--- src/rtl/sram_axi_bridge.sv ---
// sram_axi_bridge: responder for the CPU core's SRAM-style instruction and
// data ports. Each core request becomes one single-beat AXI transaction,
// with one transaction outstanding at a time and data requests given
// priority over instruction fetches. The per-port stall outputs hold the
// core's FI/ME stages until their access has completed.
module sram_axi_bridge #(
    parameter logic [3:0] INST_ARID = 4'd0,
    parameter logic [3:0] DATA_ID   = 4'd1
) (
    input  logic        clk,
    input  logic        rst,

    // Instruction port
    input  logic        inst_en,
    input  logic [31:0] inst_addr,
    output logic [31:0] inst_rdata,
    output logic        inst_stall,

    // Data port
    input  logic        data_en,
    input  logic [3:0]  data_wen,
    input  logic [31:0] data_addr,
    input  logic [31:0] data_wdata,
    output logic [31:0] data_rdata,
    output logic        data_stall,

    // AXI read address channel
    output logic [3:0]  arid,
    output logic [31:0] araddr,
    output logic [3:0]  arlen,
    output logic [2:0]  arsize,
    output logic [1:0]  arburst,
    output logic [1:0]  arlock,
    output logic [3:0]  arcache,
    output logic [2:0]  arprot,
    output logic        arvalid,
    input  logic        arready,

    // AXI read data channel (rresp is not used)
    input  logic [31:0] rdata,
    input  logic        rvalid,
    output logic        rready,

    // AXI write address channel
    output logic [3:0]  awid,
    output logic [31:0] awaddr,
    output logic [3:0]  awlen,
    output logic [2:0]  awsize,
    output logic [1:0]  awburst,
    output logic [1:0]  awlock,
    output logic [3:0]  awcache,
    output logic [2:0]  awprot,
    output logic        awvalid,
    input  logic        awready,

    // AXI write data channel
    output logic [3:0]  wid,
    output logic [31:0] wdata,
    output logic [3:0]  wstrb,
    output logic        wlast,
    output logic        wvalid,
    input  logic        wready,

    // AXI write response channel (bresp is not used)
    input  logic        bvalid,
    output logic        bready
);

    typedef enum logic [2:0] {
        IDLE = 3'd0,
        D_AR = 3'd1,
        D_R  = 3'd2,
        D_WR = 3'd3,
        D_B  = 3'd4,
        I_AR = 3'd5,
        I_R  = 3'd6
    } state_t;

    state_t      state;
    state_t      state_next;

    // Request captured when leaving IDLE; held stable for the whole transaction
    logic [31:0] req_addr;
    logic [31:0] req_wdata;
    logic [3:0]  req_wen;

    // Completion flags: a set flag means that port's access is finished and
    // must not be reissued until the whole pipeline advances.
    logic        inst_done;
    logic        data_done;

    // Per-channel handshake tracking for the write address/data pair
    logic        aw_done;
    logic        w_done;

    logic        advance;

    // Store size from the byte-enable pattern; unexpected patterns fall back to a word
    function automatic logic [2:0] size_from_wen(input logic [3:0] wen);
        logic [2:0] size;
        case (wen)
            4'b1111:                            size = 3'd2;
            4'b0011, 4'b1100:                   size = 3'd1;
            4'b0001, 4'b0010, 4'b0100, 4'b1000: size = 3'd0;
            default:                            size = 3'd2;
        endcase
        return size;
    endfunction

    assign inst_stall = inst_en & ~inst_done;
    assign data_stall = data_en & ~data_done;
    assign advance    = ~inst_stall & ~data_stall;

    // Payload comes only from the latched request, so it cannot change under a pending valid
    assign araddr  = {req_addr[31:2], 2'b00};
    assign awaddr  = {req_addr[31:2], 2'b00};
    assign arsize  = 3'd2;
    assign awsize  = size_from_wen(req_wen);
    assign awid    = DATA_ID;
    assign wid     = DATA_ID;
    assign wdata   = req_wdata;
    assign wstrb   = req_wen;

    // Single-beat INCR, normal access, everything else zero
    assign arlen   = 4'd0;
    assign arburst = 2'b01;
    assign arlock  = 2'b00;
    assign arcache = 4'd0;
    assign arprot  = 3'd0;
    assign awlen   = 4'd0;
    assign awburst = 2'b01;
    assign awlock  = 2'b00;
    assign awcache = 4'd0;
    assign awprot  = 3'd0;
    assign wlast   = 1'b1;

    // State register; reset abandons any transaction in flight
    always_ff @(posedge clk or posedge rst) begin
        if (rst) begin
            state <= IDLE;
        end else begin
            state <= state_next;
        end
    end

    // Next-state logic: data before instruction, one request per pass
    always_comb begin
        state_next = state;
        case (state)
            IDLE: begin
                if (data_stall && (data_wen != 4'b0000)) begin
                    state_next = D_WR;
                end else if (data_stall) begin
                    state_next = D_AR;
                end else if (inst_stall) begin
                    state_next = I_AR;
                end
            end
            D_AR: if (arready) state_next = D_R;
            D_R:  if (rvalid)  state_next = IDLE;
            D_WR: begin
                if ((aw_done || awready) && (w_done || wready)) begin
                    state_next = D_B;
                end
            end
            D_B:  if (bvalid)  state_next = IDLE;
            I_AR: if (arready) state_next = I_R;
            I_R:  if (rvalid)  state_next = IDLE;
            default: state_next = IDLE;
        endcase
    end

    // Channel handshake outputs decoded from the current state
    always_comb begin
        arvalid = 1'b0;
        arid    = DATA_ID;
        rready  = 1'b0;
        awvalid = 1'b0;
        wvalid  = 1'b0;
        bready  = 1'b0;
        case (state)
            D_AR: arvalid = 1'b1;
            D_R:  rready  = 1'b1;
            D_WR: begin
                awvalid = ~aw_done;
                wvalid  = ~w_done;
            end
            D_B:  bready  = 1'b1;
            I_AR: begin
                arvalid = 1'b1;
                arid    = INST_ARID;
            end
            I_R:  rready  = 1'b1;
            default: ;
        endcase
    end

    // Capture the request being served as the FSM leaves IDLE
    always_ff @(posedge clk) begin
        if (state == IDLE) begin
            if (data_stall) begin
                req_addr  <= data_addr;
                req_wdata <= data_wdata;
                req_wen   <= data_wen;
            end else if (inst_stall) begin
                req_addr  <= inst_addr;
                req_wen   <= 4'b0000;
            end
        end
    end

    // Completion flags, returned read data and write-channel handshake tracking
    always_ff @(posedge clk or posedge rst) begin
        if (rst) begin
            inst_done  <= 1'b0;
            data_done  <= 1'b0;
            aw_done    <= 1'b0;
            w_done     <= 1'b0;
            inst_rdata <= 32'd0;
            data_rdata <= 32'd0;
        end else begin
            // Flags only clear once both ports stop stalling, so a finished
            // access survives while the other port keeps the pipeline frozen.
            if (advance) begin
                inst_done <= 1'b0;
                data_done <= 1'b0;
            end
            case (state)
                IDLE: begin
                    aw_done <= 1'b0;
                    w_done  <= 1'b0;
                end
                D_R: begin
                    if (rvalid) begin
                        data_rdata <= rdata;
                        data_done  <= 1'b1;
                    end
                end
                D_WR: begin
                    if (awready) aw_done <= 1'b1;
                    if (wready)  w_done  <= 1'b1;
                end
                D_B: begin
                    if (bvalid) data_done <= 1'b1;
                end
                I_R: begin
                    if (rvalid) begin
                        inst_rdata <= rdata;
                        inst_done  <= 1'b1;
                    end
                end
                default: ;
            endcase
        end
    end

endmodule

--- config.mk ---
export PLATFORM = sky130hd
export DESIGN_NAME = sram_axi_bridge
export DESIGN_NICKNAME = d
export VERILOG_FILES = /design/src/rtl/sram_axi_bridge.sv
export SDC_FILE = /design/constraint.sdc
export NUM_CORES = 1
export LEC_CHECK = 0
export BUFFER_PORTS_ARGS = -buffer_cell sky130_fd_sc_hd__buf_2
export CORE_ASPECT_RATIO = 0.5
export CORE_MARGIN = 4
export CORE_UTILIZATION = 44
export DETAILED_ROUTE_END_ITERATION = 10
export GPL_TIMING_DRIVEN = 0
export MAX_ROUTING_LAYER = met4
export PLACE_DENSITY_LB_ADDON = 0.1
export SLEW_MARGIN = 5
export SYNTH_ARGS = -nofsm -noshare
export SYNTH_HDL_FRONTEND = slang
export SYNTH_SLANG_ARGS = --single-unit
export TNS_END_PERCENT = 20
--- constraint.sdc ---
create_clock -name clk -period 6.7 [get_ports clk]
set_clock_uncertainty 0.05 [all_clocks]
set_input_delay 1.34 -clock clk [delete_from_list [all_inputs] [get_ports clk]]
set_output_delay 1.34 -clock clk [all_outputs]
set_load 0.02 [all_outputs]
==> run summary, run 1 <==
DRT Wirelength: 15600 µm
Hold Vio Cnt, Final: 0
Pin count of the biggest net entering global routing: 47
Yosys top cell area share: 33.1%
GPL Wtd Cong: 0.806
Syn avg cell area: 13.5 µm²
Starting Density: 46.1%
Global-route usage over all layers: 20.0%
Die area: 0.0157 mm²
Final Cycle Share: 53.7%
Setup TNS: 0 ns
Max Slew Vio Count: 0
Relative slew slack: 48.6%
Worst flop-to-flop path endpoint: wdata[17]
VDD IR max: 0.251 mV
H-tree levels: 4
Worst EP required: 5.31 ns
Die height: 90.5 µm
Area growth syn-to-layout: 43.7%
P_int: 2.47 mW
TritonCTS buffer count: 17
Synth unique cells: 36
Worst reg2reg setup slack: 4.42 ns
Synth async-reset ratio: 51.8%
RSZ-0062 raised after global routing: false
HP Class: reg2reg
Crit start category: input pin
Critical Path Most Common Cell: buf_2
TritonCTS clock tree: done
Grt ovf: 0
CP Cell Sequence: buf_2 -> nand2b_1 -> buf_2 -> inv_2 -> buf_2 -> buf_2
Net Sw Frac: 37.7%
Post-DP Area: 0.00803 mm²
Final antenna-violating net count: 0
Critical Path Max Stage Delay: 0.23 ns
Setup violations, final: 0
Worst slew pin tran: 0.765 ns
Initial antenna violation count: 0
Top cells by area, synth: edfxtp_1 (33%), dfrtp_1 (30%), buf_4 (10%), mux2_4 (7.3%), nand2_1 (6.1%)
Vias per std cell: 4.33
Wire per inst: 15.4 µm
Hold Buf Count CTS: 0
Endpoint, Worst Hold: data_rdata[28]
Reg-to-Reg Start: state[2]
Clock Path Buffers: 2
Status: finished, final reports clean
Pwr Density: 462 mW/mm²
Yosys warns: 0
Crit end category: output port
Crit Path Class: in2out
DP HPWL: 12400 µm
PortBufs: 306
Leakage power: 4.50 nW
Post-synth EDFFs: 66
Number of global-route vias before repair: 4645
Final Cell Area: 0.00861 mm²
Clk pin slew, worst setup/hold paths: 0.06 ns
Nets: 967
Area leader, netlist: edfxtp_1
Crit path max-delay family: buffers and inverters
Post-CTS Setup Bufs: 0
Combinational share of power: 41.6%
Clk sink count: 137
N_diodes: 0
WP buf/inv: 5
Worst R2R Path Depth: 5
Crit Path Max Fanout: 10
Die width: 173 µm
Max-Cap Viols: 0
Power share of the clock group: 22.9%
Reg power frac: 35.5%
Post-Syn Area: 0.00599 mm²
Most common flop cell mapped by yosys: dfrtp_1
Boundary Pins: 361
Initial DRT Pass Iterations: 4
Worst EP arrival: 2.21 ns
Core Region: 0.0130 mm²
Rows: 29
First-pass GRT wire length: 24300 µm
CTS root buffer: clkbuf_16
Synth Instances: 443
Register area share after synthesis: 62.8%
Drt drc: 0
Hold Path Origin: data_rdata[28]
Hold path cells: 1
Net Switching: 1.50 mW
Filler cells: 1054
Final Total Pwr: 3.97 mW
Later-pin clock latency in the skew report: 0.40 ns
Yosys reg bits: 137
Share of layout cells above drive strength 1: 57.3%
Via count: 4368
Min Tclk post-route: 3.60 ns
DRT iter0 DRCs: 153
FMAX: 278 MHz
Post-CTS resize count: 0
Worst-path cell with the longest stage delay: buf_2
## sequential cells by signal, summed over array words and instances (netlist names)
signal      flops
req_addr       30
data_rdata     32
w_done          1
inst_done       1
inst_rdata     32
aw_done         1
data_done       1
wdata          32
state           3
wstrb           4
## metal layers
metal  wire length (µm)  global-route usage [%]
met1               5750                    20.8
met3               1080                    6.98
met4                354                    6.10
met2               8370                    36.2
met5                  0                       -
## cells by family after synthesis
family                    share of synthesized area, %
AOI/OAI and AO/OA                                 1.32
xor gates and xnor gates                         0.146
buffers and inverters                             12.2
DFF                                               62.8
muxes                                             14.0
other                                            0.125
and+or+nand+nor                                   9.42
## power groups by stage
| stage | sequential (mW) | combinational [mW] | clock (mW) |
|---|---|---|---|
| finish | 1.41 | 1.65 | 0.910 |
| global placement | 1.43 | 1.61 | 0 |
| detailed placement | 1.42 | 1.67 | 0 |
| floorplan | 1.79 | 0.706 | 0 |
| global route | 1.45 | 1.77 | 0.967 |
| CTS | 1.41 | 1.68 | 0.928 |
## final cells by class
| type | count | area [µm²] | share of cell area (%) |
|---|---|---|---|
| timing repair buffer | 316 | 1630 | 18.9 |
| buffer | 96 | 717 | 8.33 |
| clock buffer | 18 | 429 | 4.99 |
| sequential | 137 | 3760 | 43.7 |
| multi-input combinational | 254 | 1690 | 19.7 |
| clock inverter | 14 | 150 | 1.74 |
| inverter | 4 | 17.5 | 0.204 |
| tap | 170 | 213 | 2.47 |
## cells in the final DEF, fill, tap and decap left out, drive strengths merged
cell,synthesis,final
nand2,97,97
inv,4,6
nand2b,2,2
a21oi,2,2
a221o,1,1
nand3,4,4
a21o,1,1
nor2,6,6
mux2,64,64
nand4,1,1
nor3b,2,2
edfxtp,66,66
dfrtp,71,71
nor4,3,3
o22a,1,1
nor3,1,1
and2,4,4
clkinv,0,5
o21ai,6,6
buf,91,407
xnor2,1,1
clkinvlp,0,5
nor2b,4,4
conb,2,50
a211oi,1,1
nor4b,1,1
or4,1,1
clkbuf,5,23
bufinv,0,2
mux2i,1,1
## worst max path at each step
stage / to / cells after the start / start / slack, ns
after floorplan: req_addr[10] / 3 / inst_en / 0.95
after global placement: req_addr[2] / 6 / data_en / -0.78
after global routing: data_stall / 6 / data_en / 3.01
after CTS: data_stall / 6 / data_en / 3.08
after detailed placement: data_stall / 6 / data_en / 3.09
final: data_stall / 6 / data_en / 3.10
## synth_stat cells (2+ instances only)
cell type / number
conb_1: 2
mux2_2: 6
dfrtp_1: 71
nand3_1: 3
mux2_4: 29
nand2_1: 97
nor2_1: 5
nand2b_1: 2
buf_2: 3
and2_1: 4
inv_1: 3
nor3b_1: 2
nor4_1: 3
buf_6: 6
edfxtp_1: 66
nor2b_1: 3
buf_4: 82
a21oi_1: 2
clkbuf_1: 5
mux2_1: 29
o21ai_0: 5
## metrics by stage
step,cells,util (%),worst slack [ns],hold slack [ns]
2_1_floorplan,491,-,0.951,0.397
3_3_place_gp,967,60.9,-0.778,0.409
3_5_place_dp,977,61.8,3.09,0.417
4_1_cts,1009,66.3,3.08,0.430
5_1_grt,1009,66.3,3.01,0.451
6_report,1009,66.3,3.10,0.428
Power figures use the tool's default switching activity.
==> run 2, diff against run 1 <==
Clock period 6.7 ns to 3.5 ns, I/O delays scaled along.
==> run 2 against run 1 <==
  * Worst hold slack worse by 0.30 ns
  * Flip-flop and latch count unchanged
  * Die area unchanged
  * Critical path depth down 1
  * Final cell count down 0.50%
  * Non-clock buffer count down 5
  * Power up 90%
  * Highest routed layer unchanged
==> run summary, run 2 (synthesis gave the netlist of run 1 again) <==
Initial DRT Pass Iterations: 4
Pin count of the biggest net entering global routing: 66
RSZ-0062 raised after global routing: false
DRT iter0 DRCs: 135
N_diodes: 0
Number of global-route vias before repair: 4431
FMAX: 413 MHz
Later-pin clock latency in the skew report: 0.39 ns
DP HPWL: 12000 µm
Global-route usage over all layers: 19.6%
Hold Vio Cnt, Final: 0
VDD IR max: 0.493 mV
Pwr Density: 880 mW/mm²
Clk sink count: 137
Max-Cap Viols: 0
Min Tclk post-route: 2.42 ns
Worst slew pin tran: 0.656 ns
Nets: 962
Core Region: 0.0130 mm²
Hold Buf Count CTS: 0
Final antenna-violating net count: 0
Post-CTS Setup Bufs: 0
Post-CTS resize count: 0
Relative slew slack: 56.0%
Area growth syn-to-layout: 43.6%
CTS root buffer: clkbuf_16
Grt ovf: 0
Clock Path Buffers: 2
DRT Wirelength: 15100 µm
Boundary Pins: 361
Commonest cells after routing, fill and taps aside: buf_2 (309), nand2_1 (97), buf_4 (82)
Share of layout cells above drive strength 1: 57.1%
TritonCTS clock tree: done
Crit end category: output port
Vias per std cell: 4.31
H-tree levels: 4
PortBufs: 306
GPL Wtd Cong: 0.803
First-pass GRT wire length: 23600 µm
Wire per inst: 15.1 µm
Via count: 4326
Crit start category: flip-flop
TritonCTS buffer count: 17
Post-DP Area: 0.00803 mm²
Starting Density: 46.1%
Final Cell Area: 0.00860 mm²
Rows: 29
Crit Path Class: reg2out
Clk pin slew, worst setup/hold paths: 0.06 ns
Leakage power: 4.49 nW
Final Cycle Share: 69.2%
Final Total Pwr: 7.56 mW
Worst EP arrival: 1.67 ns
Die width: 173 µm
HP Class: in2async
Setup violations, final: 0
Worst EP required: 2.75 ns
Drt drc: 0
Die area: 0.0157 mm²
Crit Path Max Fanout: 10
Die height: 90.5 µm
Worst R2R Path Depth: 7
Initial antenna violation count: 0
Status: finished, final reports clean
Commonest non-fill, non-tap cell in the layout: buf_2
Max Slew Vio Count: 0
run 2: cell count changes in the layout (fill, tap and decap cells not counted), sizes merged:
cell      before  now
buf          407  402
clkinvlp       5    3
bufinv         2    1
inv            6    7
clkbuf        23   25
run 2: per-layer routing:
metal | share of wire [%] | global-route usage [%] | wire (µm)
met5 | 0 | - | 0
met4 | 1.2 | 5.51 | 180
met3 | 6.3 | 5.10 | 952
met2 | 55 | 36.0 | 8360
met1 | 37 | 21.1 | 5640
run 2: area by class of cell:
| cell class | instances | area [µm²] |
|---|---|---|
| fillers | 1081 | 4390 |
| inverters | 4 | 17.5 |
| clock buffers | 20 | 458 |
| flip-flops and latches | 137 | 3760 |
| well taps | 170 | 213 |
| multi-input cells | 254 | 1710 |
| repair buffers | 311 | 1610 |
| clock inverters | 12 | 116 |
| plain buffers | 96 | 717 |
run 2: path summary, 6_finish.rpt:
path,start,end,slack (ns)
max,data_done,data_stall,1.08
min reg2reg,data_rdata[27],data_rdata[27],0.43
max reg2reg,data_done,req_addr[2],1.27
min in group clk,data_wdata[11],wdata[11],0.42
min,rst,data_rdata[4],0.13
max in group asynchronous,rst,data_done,2.76
run 2: where the power goes:
part	internal (mW)	switching (mW)
logic	1.28	1.87
clock network	1.03	0.694
registers	2.40	0.300
run 2: per-stage QoR:
step	setup WS (ns)	TNS [ns]	hold WS (ns)	utilization, %	std cells
after global routing	0.972	0	0.122	66.2	1004
after CTS	1.05	0	0.116	66.2	1004
after detailed placement	0.906	0	0.419	61.8	972
after global placement	-0.390	-12.41	0.409	61.1	967
after floorplan	0.348	0	0.397	-	491
final	1.08	0	0.128	66.2	1004
run 2: critical path, cell delays in order (launching register included):
cell and delay, ns:
dfrtp_1 0.37, nand2b_1 0.13, buf_2 0.18, inv_2 0.15, buf_2 0.24, buf_2 0.20
==> run 3, diff against run 2 <==
Settings changed: CORE_UTILIZATION 44 to 39.
Clock period 3.5 ns to 2.2 ns, I/O delays scaled along.
==> run 3 against run 2 <==
  * Final cell count up 3.1%
  * Core utilization down 7.1 points
  * Wire length up 3.7%
  * Critical path type unchanged
  * Sequential share of layout area down 0.57 points
  * Global-route usage down 1.6 points
  * Highest routed layer unchanged
  * Worst setup slack worse by 0.95 ns
  * Via count about the same
  * Power up 62%
  * Design area up 1.3%
  * Critical endpoint is now bready
==> run summary, run 3 (synthesis gave the netlist of run 1 again) <==
Dpl ws: -0.0888 ns
HP Class: in2reg
Share of layout cells above drive strength 1: 57.6%
First-pass GRT wire length: 23400 µm
Rows: 31
Worst EP arrival: 1.58 ns
Hold Path Origin: data_wdata[12]
Max Slew Vio Count: 0
Hold Vio Cnt, Final: 0
Final Cycle Share: 94.1%
Wire per inst: 15.2 µm
DRT iter0 DRCs: 136
Reg area: 0.00376 mm²
Pin count of the biggest net entering global routing: 57
Setup violations, final: 0
Clk sink count: 137
Setup ws final: 0.129 ns
TritonCTS buffer count: 17
Reg-to-Reg Start: data_done
DP HPWL: 12500 µm
Min Tclk post-route: 2.07 ns
TritonCTS clock tree: done
N_diodes: 0
GPL Wtd Cong: 0.759
Nets: 965
Starting Density: 40.6%
Core Region: 0.0147 mm²
Global-route usage over all layers: 18.0%
PortBufs: 306
Grt ovf: 0
Crit Path Max Fanout: 10
DRT Wirelength: 15700 µm
Final antenna-violating net count: 0
FMAX: 483 MHz
Clk pin slew, worst setup/hold paths: 0.07 ns
Initial DRT Pass Iterations: 4
Worst EP required: 1.71 ns
CTS root buffer: clkbuf_16
Drt drc: 0
Leakage power: 4.54 nW
Boundary Pins: 361
Initial antenna violation count: 0
Die height: 95.6 µm
Post-CTS resize count: 0
Area growth syn-to-layout: 45.5%
Number of global-route vias before repair: 4356
Filler cells: 1243
VDD IR max: 0.658 mV
H-tree levels: 4
Crit start category: flip-flop
# placed instances: 1000
Hold path cells: 1
Status: finished, final reports clean
Multi-input logic area: 0.00173 mm²
Pwr Density: 1400 mW/mm²
Later-pin clock latency in the skew report: 0.40 ns
Crit end category: output port
Endpoint, Worst Hold: wdata[12]
Die width: 183 µm
Via count: 4327
Clock Path Buffers: 2
Max-Cap Viols: 0
RSZ-0062 raised after global routing: false
Commonest non-fill, non-tap cell in the layout: buf_2
Fin cells: 1035
Worst reg2reg setup slack: 0.30 ns
Worst flop-to-flop path endpoint: req_addr[2]
Die area: 0.0175 mm²
Vias per std cell: 4.18
Worst R2R Path Depth: 7
Crit Path Class: reg2out
Commonest cells after routing, fill and taps aside: buf_2 (308), nand2_1 (97), buf_4 (84)
## run 3: final cells by class
type	instances	area share [%]
Tap cell	198	2.84
Multi-Input combinational cell	254	19.8
Clock inverter	12	1.59
Timing Repair Buffer	314	18.7
Inverter	4	0.258
Sequential cell	137	43.1
Buffer	96	8.30
Clock buffer	20	5.37
## run 3: timing repair
item / 4_1_cts / 5_1_grt
pin swaps: 1 / 1
endpoints found under the setup margin: 15 / 15
buffers inserted: 0 / 2
hold buffers: 1 / 0
endpoints found under the hold margin: 15 / 0
## run 3: power by group
part,leakage [nW],internal (mW),total [mW],switching (mW)
clock network,0.296,1.78,2.88,1.10
logic,2.76,2.07,5.09,3.02
registers,1.48,3.81,4.27,0.463
total,4.54,7.66,12.2,4.58
## run 3: metal layers
metal / wire length, µm / vias to the layer above / GRT usage (%)
met1: 5810 / 2010 / 19.6
met3: 1200 / 19 / 5.72
li1: - / 2139 / -
met2: 8490 / 159 / 32.4
met4: 198 / 0 / 4.58
met5: 0 / - / -
## run 3: per-stage QoR
| step | power [mW] | TNS (ns) | hold WS (ns) | cell area (µm²) | utilization (%) |
|---|---|---|---|---|---|
| floorplan | 7.66 | -13.25 | 0.431 | 6230 | - |
| global placement | 9.32 | -118.64 | 0.413 | 8010 | 54.3 |
| detailed placement | 9.46 | -1.33 | 0.342 | 8080 | 54.8 |
| CTS | 12.4 | 0 | 0.137 | 8700 | 59.0 |
| global route | 13.0 | 0 | 0.124 | 8710 | 59.1 |
| finish | 12.2 | 0 | 0.154 | 8710 | 59.1 |
## run 3: worst max-delay path, stage by stage (launching register included)
cell     delay (ns)
dfrtp_1        0.44
buf_4          0.24
nor3b_1        0.28
buf_2          0.23
## run 3: worst max path at each step
stage                         start  depth (start not counted)           end
after detailed placement    data_en                          8  req_addr[22]
after global placement          rst                          2     data_done
final                      state[2]                          3        bready
after floorplan             inst_en                          3  req_addr[10]
after global routing       state[0]                          4       awvalid
after CTS                 data_done                          7   req_addr[4]
